`config.mk`:
```
export PLATFORM = sky130hd
export DESIGN_NAME = dma_controller
export DESIGN_NICKNAME = d
export VERILOG_FILES = /design/src/rtl/dma_controller.sv
export SDC_FILE = /design/constraint.sdc
export NUM_CORES = 1
export LEC_CHECK = 0
export BUFFER_PORTS_ARGS = -buffer_cell sky130_fd_sc_hd__buf_4
export CAP_MARGIN = 10
export CELL_PAD_IN_SITES_DETAIL_PLACEMENT = 1
export CELL_PAD_IN_SITES_GLOBAL_PLACEMENT = 1
export CORE_AREA = 5 5 114 116
export CTS_CLUSTER_SIZE = 10
export DETAILED_ROUTE_END_ITERATION = 8
export DIE_AREA = 0 0 119 121
export GPL_TIMING_DRIVEN = 0
export PLACE_DENSITY_LB_ADDON = 0.1
export SYNTH_ARGS = -nofsm -noshare
export SYNTH_HDL_FRONTEND = slang
export SYNTH_SLANG_ARGS = --single-unit
```
`constraint.sdc`:
```
create_clock -name clk -period 2.1 [get_ports clk]
set_input_delay 0.105 -clock clk [delete_from_list [all_inputs] [get_ports clk]]
set_output_delay 0.105 -clock clk [all_outputs]
set_load 0.005 [all_outputs]
```
`src/rtl/dma_controller.sv`:
```
// Single-channel byte-copy DMA engine on the io register bus.
// The master port cycle-steals the memory bus whenever the CPU leaves it idle.
module dma_controller #(
    parameter logic [7:0] DMA_ADDRESS = 8'h90
) (
    input  logic        clk,
    input  logic        rst_n,
    input  logic [7:0]  din,
    input  logic [7:0]  address,
    input  logic        w_en,
    input  logic        r_en,
    output logic [7:0]  dout,
    input  logic        cpu_bus_active,
    output logic [15:0] dma_address,
    output logic [7:0]  dma_wdata,
    output logic        dma_w_en,
    output logic        dma_r_en,
    input  logic [7:0]  dma_rdata,
    output logic        busy,
    output logic        done_flag,
    input  logic        done_flag_clr
);

    typedef enum logic [1:0] {IDLE, RD, CAP, WR} state_t;

    state_t      state;
    logic [15:0] src;
    logic [15:0] dst;
    logic [15:0] len;
    logic [15:0] len_next;
    logic        inc_src;
    logic        inc_dst;
    logic [7:0]  buffer;
    logic [7:0]  offset;
    logic        ctrl_wr;
    logic        abort;
    logic        start;
    logic        bus_free;
    logic        rd_fire;
    logic        wr_fire;
    logic        done_set;

    assign offset   = address - DMA_ADDRESS;
    assign ctrl_wr  = w_en && (offset == 8'd6);
    assign abort    = ctrl_wr && din[3];
    assign start    = ctrl_wr && din[0] && !din[3];
    assign len_next = len - 16'd1;

    // Master strobes are single-cycle and purely combinational so they can be
    // withdrawn in the very cycle the CPU claims the bus; an abort write also
    // suppresses the strobe of the cycle it lands in.
    assign bus_free = !cpu_bus_active && !abort;
    assign rd_fire  = (state == RD) && bus_free;
    assign wr_fire  = (state == WR) && bus_free;

    assign dma_r_en    = rd_fire;
    assign dma_w_en    = wr_fire;
    assign dma_address = rd_fire ? src : (wr_fire ? dst : 16'h0000);
    assign dma_wdata   = wr_fire ? buffer : 8'h00;
    assign busy        = (state != IDLE);

    assign done_set = ((state == IDLE) && start && (len == 16'd0)) ||
                      (wr_fire && (len_next == 16'd0));

    always_ff @(posedge clk or negedge rst_n) begin
        if (!rst_n) begin
            state     <= IDLE;
            src       <= 16'h0000;
            dst       <= 16'h0000;
            len       <= 16'h0000;
            inc_src   <= 1'b0;
            inc_dst   <= 1'b0;
            buffer    <= 8'h00;
            done_flag <= 1'b0;
            dout      <= 8'h00;
        end else begin
            // Set has priority over clear so a completion is never lost.
            done_flag <= done_set || (done_flag && !done_flag_clr);

            if (r_en) begin
                case (offset)
                    8'd0:    dout <= src[7:0];
                    8'd1:    dout <= src[15:8];
                    8'd2:    dout <= dst[7:0];
                    8'd3:    dout <= dst[15:8];
                    8'd4:    dout <= len[7:0];
                    8'd5:    dout <= len[15:8];
                    8'd6:    dout <= {busy, done_flag, 3'b000, inc_dst, inc_src, 1'b0};
                    default: dout <= 8'h00;
                endcase
            end else begin
                dout <= 8'h00;
            end

            if (w_en && (state == IDLE)) begin
                case (offset)
                    8'd0:    src[7:0]  <= din;
                    8'd1:    src[15:8] <= din;
                    8'd2:    dst[7:0]  <= din;
                    8'd3:    dst[15:8] <= din;
                    8'd4:    len[7:0]  <= din;
                    8'd5:    len[15:8] <= din;
                    default: ;
                endcase
            end

            case (state)
                IDLE: begin
                    if (start) begin
                        inc_src <= din[1];
                        inc_dst <= din[2];
                        if (len != 16'd0) state <= RD;
                    end
                end
                RD: begin
                    if (abort)        state <= IDLE;
                    else if (rd_fire) state <= CAP;
                end
                CAP: begin
                    buffer <= dma_rdata;
                    state  <= abort ? IDLE : WR;
                end
                WR: begin
                    if (abort) begin
                        state <= IDLE;
                    end else if (wr_fire) begin
                        src   <= src + {15'd0, inc_src};
                        dst   <= dst + {15'd0, inc_dst};
                        len   <= len_next;
                        state <= (len_next == 16'd0) ? IDLE : RD;
                    end
                end
                default: state <= IDLE;
            endcase
        end
    end

endmodule

```
==> results of run 1 <==
==> state kept, by name, summed over array words and instances, names as in the netlist <==
name,count
dst,16
buffer,8
inc_src,1
dout,8
inc_dst,1
len,16
src,16
done_flag,1
state,2
==> power by group through the flow <==
stage / logic [uW] / registers [uW] / clock network, uW
after floorplan: 1090 / 1750 / 0
after CTS: 1890 / 1840 / 1480
after global routing: 2170 / 1900 / 1540
after global placement: 1680 / 1840 / 0
final: 2010 / 1860 / 1450
after detailed placement: 1740 / 1850 / 0
==> layout make-up <==
type / instances / area, um^2 / area share
plain buffers: 32 / 181 / 0.0310
clock buffers: 11 / 253 / 0.0432
clock inverters: 5 / 25.0 / 0.00428
inverters: 21 / 78.8 / 0.0135
multi-input cells: 392 / 2710 / 0.464
flip-flops and latches: 69 / 1730 / 0.297
well taps: 147 / 184 / 0.0315
repair buffers: 87 / 676 / 0.116
==> worst max-delay path: cells and delay by family, from the launching register on <==
kind / cells / cell delay, ps
AOI/OAI and AO/OA: 3 / 500
buffers and inverters: 1 / 160
DFF: 1 / 450
and+or+nand+nor: 2 / 910
==> path summary, 6_finish.rpt <==
path,endpoint
setup / recovery,len[11]
min in group asynchronous,len[12]
hold reg to reg,buffer[1]
setup reg to reg,len[11]
hold / removal,state[0]
max in group asynchronous,dst[0]
==> synthesized netlist by cell type (2+ instances only) <==
library cell	count	area (um^2)
a211oi_1	21	158
a21oi_1	32	160
a221oi_1	3	26.3
a222oi_1	4	40.0
a22oi_1	4	30.0
a2bb2oi_1	2	17.5
a311oi_1	14	123
a31oi_1	8	50.1
and2_1	13	81.3
and3_1	14	87.6
and3b_1	2	17.5
and4_1	4	35.0
buf_1	3	11.3
buf_2	7	35.0
buf_6	2	22.5
clkbuf_1	24	90.1
dfrtp_1	69	1730
ha_1	6	75.1
inv_1	21	78.8
mux2_2	15	169
mux2i_1	24	240
nand2_1	31	116
nand2b_1	3	18.8
nand3_1	22	110
nand4_1	8	50.1
nand4bb_1	2	22.5
nor2_1	58	218
nor2b_1	3	18.8
nor3_1	22	110
nor3b_1	4	30.0
nor4_1	3	18.8
nor4b_1	2	17.5
nor4bb_1	2	20.0
o2111ai_1	2	17.5
o21a_1	4	30.0
o21ai_0	25	125
o21bai_1	2	15.0
o22ai_1	4	25.0
o32ai_1	4	35.0
or2_2	3	18.8
or3_1	3	18.8
xnor2_1	2	17.5
==> kinds of logic (layout without fill, tap and decap cells) <==
logic type / count (synthesis) / in the layout / synth area share
and+or+nand+nor: 204 / 204 / 0.235
buffers and inverters: 57 / 156 / 0.0526
xor gates and xnor gates: 2 / 2 / 0.00388
AOI/OAI and AO/OA: 140 / 140 / 0.214
adders and majority gates: 6 / 6 / 0.0166
muxes: 40 / 40 / 0.0955
DFF: 69 / 69 / 0.382
==> metal layers <==
layer / track usage / wire length (um)
met1: 0.339 / 7940
met2: 0.417 / 8920
met3: 0.0485 / 990
met4: 0.0927 / 421
met5: 0 / 0
==> through the flow <==
step	hold slack [ps]	cells	setup TNS, ps	setup slack, ps	cell area (um^2)
6_report	43.4	764	-19.5	-19.5	5850
3_3_place_gp	306	728	-19800	-504	5170
5_1_grt	52.5	764	-374	-55.2	5850
3_5_place_dp	314	728	-24810	-568	5170
2_1_floorplan	-191	518	0	52.9	4520
4_1_cts	35.7	757	0	2.74	5680
==> cell usage in the layout (no fill, tap or decap), types with 4 or more instances in the layout <==
cell           count
nor3_2             5
a211oi_1          21
and3_1            14
buf_4             78
dfrtp_2            6
o21a_1             4
a22oi_1            4
clkbuf_16          9
a31oi_1            8
mux2i_1           24
a21oi_1           31
clkbuf_4           4
a311oi_1          13
mux2_2            15
a222oi_1           4
clkbuf_2           6
nand4_1            8
nand2_1           29
o22ai_1            4
nor2_1            56
clkinv_2           5
inv_1             19
nor3_1            17
and2_1            13
o21ai_0           24
clkbuf_1          12
nand3_1           21
dfrtp_1           63
o32ai_1            4
buf_2              5
dlygate4sd3_1      9
==> what timing repair did <==
item | in CTS | in global routing
hold buffers | 9 | 0
gates resized for setup | 28 | 35
endpoints found under the hold margin | 77 | 0
endpoints found under the setup margin | 63 | 59
pin swaps | 4 | 5
buffers inserted | 5 | 10
==> flow_summary_export.csv, run 1 <==
group,metric,value,unit
route,drt-vias-per-instance,6.11,
power_and_ir_drop,seqPwrFrac,0.350,
synth,yosys_warnings,0,
min_path,holdCritPathClass,"input port to flip-flop",
synth,synth-seq-cells,69,
synth,postSynthCellCount,518,
route,vias,4671,
critical_path,worstPathCellList,"or4_4, or3_1, buf_6, o31ai_4, a21oi_2, a311oi_1",
route,wl_per_cell,23.9,um
clock_tree,numCtsBuffers,9,
outcome,status,"finished, violations left",
critical_path,cp-end-kind,"flip-flop",
cells_and_area,utilization,0.495,
synth,yosysUniqueCellTypes,59,
synth,synth_edf_count,0,
clock_tree,htree_levels,3,
synth,syn-cell-area,4520,um^2
timing,setup-violations-final,1,
min_path,hold_start,"cpu_bus_active",
synth,syn_nets,554,
critical_path,startpoint_type,"flip-flop",
grt,grt_start_max_net_pins,70,
route,dr.pass1.iters,5,
placement,gp_congestion,0.898,
critical_path,r2r_cells,6,
critical_path,rrSetupSlack,-20,ps
route,drt_iter0_markers,363,
grt,antenna_found_initial,0,
synth,synth.avg_cell_area,8.72,um^2
placement,dp_hpwl,12800,um
timing,max_slew.worst_pin.slew,963,ps
floorplanning,dieArea,14400,um^2
clock_tree,clk_transition_reported_paths,60,ps
timing,timing.final.crit_share,1.01,
critical_path,arrival,2370,ps
power_and_ir_drop,leakagePower,0.00251,uW
synth,async_flop_share,1.00,
clock_tree,clock-sinks,69,
timing,finalMaxSlewViolations,0,
critical_path,r2r_start,"len[6]",
floorplanning,die_x,119,um
critical_path,crit_fanout,10,
route,antenna_left,0,
synth,seq_area_frac_synth,0.382,
route,wirelength,18300,um
floorplanning,core_area,11800,um^2
power_and_ir_drop,switching_share,0.378,
floorplanning,dieHeight,121,um
critical_path,required,2350,ps
flow_run,cap_violations,0,
grt,grt_pass1_wl,28300,um
clock_tree,clk_latency,350,ps
grt,grt_pass1_vias,4789,
critical_path,critPathLaunch,"len[6]",
grt,grt_usage,0.256,
power_and_ir_drop,p_clk_frac,0.273,
timing,max_freq,472,MHz
placement,io_buffer_count,63,
timing,maxSlewHeadroom,0.358,
timing,hold_viol_final,0,
critical_path,path_class,"flip-flop to flip-flop",
power_and_ir_drop,comb_power_share,0.377,
floorplanning,design.portCount,66,
clock_tree,clockBufferDepth,2,
route,drc_errors,0,
cells_and_area,drive_above_1_share,0.279,
power_and_ir_drop,powerDensity,910,nW/um^2
clock_tree,cts_root_buffer,"clkbuf_16",
timing,grt_setup_unrepaired,"true",
grt,grt_overflow,0,
power_and_ir_drop,peakVddDrop,0.000556,V
power_and_ir_drop,fin_total_pwr,5320,uW
clock_tree,cts_tree,"built",
critical_path,cp_slowest_stage_delay,570,ps
power_and_ir_drop,intPower,3310,uW
timing,skew,6.96,ps
cells_and_area,num-nets-final,648,
timing,fin_crit,2120,ps
synth,synth-main-ff-cell,"dfrtp_1",
timing,finalWorstSetupSlack,-19.5,ps
power_and_ir_drop,net-switching-power,2010,uW
cells_and_area,antenna_cells,0,
critical_path,critical_path.slowest_cell,"or4_4",
floorplanning,placementRows,40,
outcome,violations,"negative setup slack",
floorplanning,start_util,0.383,
min_path,hold_depth,2,
cells_and_area,area_delta_synth_final,29.4,%
cells_and_area,fillerInstances,1391,
No activity file was read; power rests on OpenSTA's default activity.
==> run 2, diff against run 1 <==
--- a/config.mk
+++ b/config.mk
@@ -5,8 +5,7 @@
 export SDC_FILE = /design/constraint.sdc
 export NUM_CORES = 1
 export LEC_CHECK = 0
-export BUFFER_PORTS_ARGS = -buffer_cell sky130_fd_sc_hd__buf_4
-export CAP_MARGIN = 10
+export BUFFER_PORTS_ARGS = -buffer_cell sky130_fd_sc_hd__buf_2
 export CELL_PAD_IN_SITES_DETAIL_PLACEMENT = 1
 export CELL_PAD_IN_SITES_GLOBAL_PLACEMENT = 1
 export CORE_AREA = 5 5 114 116
@@ -14,6 +13,7 @@
 export DETAILED_ROUTE_END_ITERATION = 8
 export DIE_AREA = 0 0 119 121
 export GPL_TIMING_DRIVEN = 0
+export HOLD_SLACK_MARGIN = 0.05
 export PLACE_DENSITY_LB_ADDON = 0.1
 export SYNTH_ARGS = -nofsm -noshare
 export SYNTH_HDL_FRONTEND = slang
==> run 2 against run 1 <==
  * The run still ends with negative setup slack left
  * Critical endpoint unchanged
  * Non-clock buffer count shrank 2
  * Die area is the same
  * First-iteration DRC count shrank 6.3%
  * Largest cell class unchanged
  * Flip-flop and latch count is the same
  * Sequential power is essentially flat
  * Register-to-register slack is essentially flat
  * Cell area shrank 1.5%
  * Wire length shrank 3.3%
==> flow_summary_export.csv, run 2 (synthesis results as in run 1) <==
group,metric,value,unit
placement,gp_congestion,0.914,
route,drt-vias-per-instance,6.09,
critical_path,r2r_start,"len[4]",
clock_tree,numCtsBuffers,9,
timing,finalMaxSlewViolations,0,
timing,finalWorstSetupSlack,-24.6,ps
clock_tree,cts_root_buffer,"clkbuf_16",
critical_path,r2r_cells,6,
timing,setup-violations-final,1,
clock_tree,clock-sinks,69,
floorplanning,core_area,11800,um^2
cells_and_area,drive_above_1_share,0.274,
grt,grt_pass1_wl,27600,um
grt,antenna_found_initial,0,
timing,finalSetupTns,-24.6,ps
cells_and_area,layout_common_cells,"buf_2 (66), dfrtp_1 (66), nor2_1 (56)",
cells_and_area,num-nets-final,646,
min_path,holdCritPathClass,"input port to flip-flop",
flow_run,cap_violations,0,
floorplanning,placementRows,40,
clock_tree,clockBufferDepth,2,
clock_tree,htree_levels,3,
critical_path,rrSetupSlack,-20,ps
placement,dp_hpwl,12800,um
grt,grt_usage,0.250,
critical_path,crit_fanout,5,
critical_path,cp-end-kind,"flip-flop",
critical_path,worstPathCellList,"or4_4, or3_4, buf_8, o31ai_4, a21oi_1, a311oi_1",
cells_and_area,largestRegisters,"dst: 16 flops, len: 16 flops, src: 16 flops",
power_and_ir_drop,net-switching-power,1970,uW
critical_path,cp_slowest_stage_delay,590,ps
timing,skew,8.02,ps
timing,max_slew.worst_pin.slew,773,ps
route,drc_errors,0,
critical_path,critical_path.slowest_cell,"or4_4",
cells_and_area,area_delta_synth_final,27.5,%
route,drt_iter0_markers,340,
grt,grt_start_max_net_pins,39,
floorplanning,die_x,119,um
floorplanning,design.portCount,66,
placement,place_inst,729,
power_and_ir_drop,p_clk_frac,0.286,
route,wl_per_cell,23.2,um
grt,grt_overflow,0,
placement,place_area,5040,um^2
route,wirelength,17700,um
placement,place_ws,-488,ps
timing,hold_viol_final,0,
critical_path,worstReg2RegEnd,"len[11]",
cells_and_area,stdcell_count,761,
power_and_ir_drop,seqPwrFrac,0.349,
floorplanning,dieHeight,121,um
power_and_ir_drop,leakagePower,0.00255,uW
power_and_ir_drop,peakVddDrop,0.000741,V
timing,maxSlewHeadroom,0.480,
clock_tree,clk_latency,350,ps
route,dr.pass1.iters,5,
placement,io_buffer_count,63,
timing,timing.final.crit_share,1.01,
cells_and_area,antenna_cells,0,
power_and_ir_drop,switching_share,0.369,
critical_path,arrival,2370,ps
critical_path,path_class,"flip-flop to flip-flop",
clock_tree,cts_tree,"built",
outcome,violations,"negative setup slack",
min_path,hold_depth,2,
floorplanning,start_util,0.383,
critical_path,startpoint_type,"flip-flop",
power_and_ir_drop,comb_power_share,0.365,
timing,fin_crit,2120,ps
power_and_ir_drop,powerDensity,925,nW/um^2
cells_and_area,fin_area,5760,um^2
timing,grt_setup_unrepaired,"true",
power_and_ir_drop,intPower,3360,uW
timing,max_freq,471,MHz
route,vias,4635,
outcome,status,"finished, violations left",
cells_and_area,utilization,0.488,
floorplanning,dieArea,14400,um^2
critical_path,required,2340,ps
min_path,worstHoldEndpoint,"state[0]",
route,antenna_left,0,
grt,grt_pass1_vias,4869,
clock_tree,clk_transition_reported_paths,60,ps
min_path,hold_start,"cpu_bus_active",
run 2: area by class of cell:
cell class / count / area (um^2)
fill: 1404 / 6050
multi-input combinational: 392 / 2780
sequential: 69 / 1730
timing repair buffer: 86 / 526
clock buffer: 15 / 298
tap: 147 / 184
buffer: 31 / 168
inverter: 21 / 78.8
run 2: timing repair:
| item | 4_1_cts | 5_1_grt |
|---|---|---|
| gates resized for setup | 28 | 47 |
| hold buffers | 9 | 0 |
| endpoints found under the setup margin | 61 | 57 |
| setup buffers | 8 | 4 |
| gates cloned | 1 | 0 |
| endpoints found under the hold margin | 39 | 0 |
| pin swaps | 4 | 8 |
run 2: per-layer routing:
metal,GRT usage,vias up,share of wire
li1,-,2129,-
met1,0.331,2320,0.45
met2,0.387,143,0.46
met3,0.0545,43,0.050
met4,0.124,0,0.043
met5,0,-,0
run 2: worst max path at each step:
| stage | from | slack, ps | end |
|---|---|---|---|
| detailed placement | din[3] | -490 | dma_wdata[1] |
| floorplan | len[3] | 50 | len[11] |
| finish | len[4] | -20 | len[11] |
| global route | len[4] | -70 | len[11] |
| CTS | len[3] | -7 | len[11] |
| global placement | din[3] | -480 | dma_wdata[0] |
run 2: per-stage QoR:
step | power [uW] | hold slack [ps]
global route | 5630 | 77.9
detailed placement | 3510 | 88.9
floorplan | 2840 | -191
CTS | 5230 | 68.7
finish | 5330 | 85.1
global placement | 3450 | 339
run 2: power by group through the flow:
stage	Clock (uW)	Sequential, uW	Combinational [uW]
floorplan	0	1750	1090
global placement	0	1840	1610
detailed placement	0	1850	1650
CTS	1560	1830	1840
global route	1620	1890	2120
finish	1520	1860	1950
run 2: worst max-delay path: cells and delay by family, from the launching register on:
family                 cells  cell delay, ps
and+or+nand+nor            2            1000
AOI/OAI and AO/OA          3             440
DFF                        1             430
buffers and inverters      1             150
==> run 3, diff against run 2 <==
--- a/config.mk
+++ b/config.mk
@@ -5,13 +5,14 @@
 export SDC_FILE = /design/constraint.sdc
 export NUM_CORES = 1
 export LEC_CHECK = 0
+export ABC_AREA = 1
 export BUFFER_PORTS_ARGS = -buffer_cell sky130_fd_sc_hd__buf_2
 export CELL_PAD_IN_SITES_DETAIL_PLACEMENT = 1
 export CELL_PAD_IN_SITES_GLOBAL_PLACEMENT = 1
-export CORE_AREA = 5 5 114 116
+export CORE_AREA = 2 2 115 117
 export CTS_CLUSTER_SIZE = 10
 export DETAILED_ROUTE_END_ITERATION = 8
-export DIE_AREA = 0 0 119 121
+export DIE_AREA = 0 0 117 119
 export GPL_TIMING_DRIVEN = 0
 export HOLD_SLACK_MARGIN = 0.05
 export PLACE_DENSITY_LB_ADDON = 0.1
==> run 3 against run 2 <==
  * The run now ends clean
  * Sequential power is 20% higher
  * Count of clock-buffer cells in the layout is 3 lower
  * Area after synthesis is 5.5% higher
  * Via count is 14% higher
  * Global-route usage is 3.5 points higher
  * Cell count is 26% higher
  * Worst setup slack better by 96 ps
  * Fmax is 4.7% higher
  * Critical path type unchanged
  * Highest routed layer unchanged
==> flow_summary_export.csv, run 3 <==
group,metric,value,unit
power_and_ir_drop,peakVddDrop,0.000563,V
timing,finalSetupTns,0,ps
route,dr.pass1.iters,5,
synth,seq_area_frac_synth,0.362,
synth,synth-main-ff-cell,"dfrtp_1",
timing,fin_crit,2030,ps
floorplanning,start_util,0.370,
cells_and_area,num-nets-final,811,
route,drc_errors,0,
cells_and_area,drive_above_1_share,0.183,
timing,max_slew.worst_pin.slew,781,ps
critical_path,cp-end-kind,"flip-flop",
grt,grt_start_max_net_pins,57,
synth,yosys_warnings,0,
synth,async_flop_share,1.00,
placement,dp_hpwl,14700,um
synth,postSynthCellCount,684,
synth,yosysMostFrequentCell,"nand2_1",
synth,synth_top_area_share,0.362,
placement,gp_congestion,0.892,
grt,grt_pass1_wl,29700,um
grt,grt_pass1_vias,5319,
power_and_ir_drop,powerDensity,1110,nW/um^2
clock_tree,cts_root_buffer,"clkbuf_16",
cells_and_area,fin_area,5880,um^2
timing,hold_viol_final,0,
clock_tree,clockBufferDepth,2,
cells_and_area,layout_common_cells,"nand2_1 (155), inv_1 (80), nor2_1 (78)",
cells_and_area,stdcell_count,956,
timing,skew,3.50,ps
critical_path,crit_fanout,7,
floorplanning,dieArea,13900,um^2
timing,finalMaxSlewViolations,0,
synth,yosysUniqueCellTypes,36,
route,vias,5267,
critical_path,startpoint_type,"flip-flop",
grt,grt_overflow,0,
synth,synthTopCellsByCount,"nand2_1 (156), nor2_1 (86), inv_1 (81)",
cells_and_area,antenna_cells,0,
route,drt_iter0_markers,352,
power_and_ir_drop,leakagePower,0.00282,uW
synth,synth.avg_cell_area,6.97,um^2
grt,antenna_found_initial,1,
floorplanning,design.portCount,66,
timing,maxSlewHeadroom,0.475,
timing,max_freq,493,MHz
synth,syn-cell-area,4770,um^2
cells_and_area,largestRegisters,"dst: 16 flops, len: 16 flops, src: 16 flops",
clock_tree,clock-sinks,69,
timing,timing.final.crit_share,0.966,
clock_tree,numCtsBuffers,9,
placement,place_ws,21.0,ps
synth,syn_nets,720,
cells_and_area,layout.cells.most_common,"nand2_1",
timing,finalWorstSetupSlack,71.6,ps
synth,synth-seq-cells,69,
floorplanning,core_area,12900,um^2
critical_path,path_class,"flip-flop to flip-flop",
power_and_ir_drop,fin_total_pwr,6510,uW
synth,yosys.area.top_type,"dfrtp_1",
clock_tree,cts_tree,"built",
critical_path,required,2340,ps
clock_tree,clk_latency,350,ps
clock_tree,htree_levels,3,
route,wl_per_cell,20.2,um
floorplanning,placementRows,42,
route,antenna_left,0,
cells_and_area,area_delta_synth_final,23.4,%
route,wirelength,19300,um
placement,io_buffer_count,64,
flow_run,cap_violations,0,
placement,place_area,5340,um^2
clock_tree,clk_transition_reported_paths,60,ps
synth,synth_edf_count,0,
floorplanning,dieHeight,119,um
critical_path,arrival,2270,ps
floorplanning,die_x,117,um
outcome,status,"complete, no violations",
placement,place_inst,925,
synth,yosys-top-cells-area,"dfrtp_1 (36%), nand2_1 (12%), nor2_1 (6.8%)",
route,drt-vias-per-instance,5.51,
timing,setup-violations-final,0,
grt,grt_usage,0.285,
min_path,holdCritPathClass,"input port to flip-flop",
## run 3: cell count changes after synthesis, sizes merged, moves of 20 or more
cell / change
nand2: +129
inv: +65
o21ai: +40
nor2: +33
nand3: +31
mux2i: -24
a211oi: -21
xor2: +20
## run 3: path summary, 6_finish.rpt
check	start	to	slack (ps)	cells past startpoint
max	len[0]	state[0]	70	10
min	din[1]	dst[9]	60	3
max reg2reg	len[0]	state[0]	70	10
min reg2reg	buffer[4]	buffer[4]	510	2
max in group asynchronous	rst_n	len[1]	1370	3
min in group asynchronous	rst_n	src[9]	160	2
## run 3: critical path, stage by stage (launching register included)
cell     delay (ps)
dfrtp_1         410
inv_2           140
ha_2            250
nand2_1         150
xnor2_1         190
nor2_1          210
nand3_1         160
nor2_1          200
nand3_1         100
nand2_1          70
nand2_1          40
## run 3: through the flow
stage	utilization	hold WS [ps]
floorplan	-	-191
global placement	0.412	365
detailed placement	0.414	-16.8
CTS	0.448	62.1
global route	0.457	90.8
finish	0.457	63.5
## run 3: kinds of logic (layout without fill, tap and decap cells)
logic type / count (synthesis) / in the layout / synth area share
AND/OR/NAND/NOR: 333 / 333 / 0.310
AO/OA/AOI/OAI: 142 / 142 / 0.171
buffers and inverters: 111 / 207 / 0.0987
flip-flops: 69 / 69 / 0.362
XOR/XNOR: 23 / 23 / 0.0423
adder cells (fa/ha/maj): 6 / 6 / 0.0158
## run 3: power breakdown
part           internal (uW)  switching [uW]  total (uW)  leakage [uW]
registers               1750             476        2230      0.000860
clock network           1100             633        1730      0.000163
logic                    876            1670        2550       0.00180
total                   3730            2780        6510       0.00282
## run 3: metal layers
metal / wire (um) / GRT usage / vias up
met1: 8780 / 0.397 / 2642
met2: 8950 / 0.447 / 153
met4: 461 / 0.0904 / 0
met5: 0 / 0 / -
met3: 1100 / 0.0539 / 27
li1: - / - / 2445
## run 3: cell type report
class	instances	area, um^2
fillers	1676	6990
multi-input cells	504	2620
flip-flops and latches	69	1730
repair buffers	81	508
inverters	87	332
clock buffers	12	256
well taps	176	220
plain buffers	23	146
clock inverters	4	70.1
## run 3: timing repair
item / CTS / global route
endpoints found under the setup margin: 2 / 35
gates resized for setup: 1 / 21
setup buffers: 0 / 6
hold buffers: 10 / 0
pin swaps: 0 / 3
hold endpoints to repair: 78 / 0
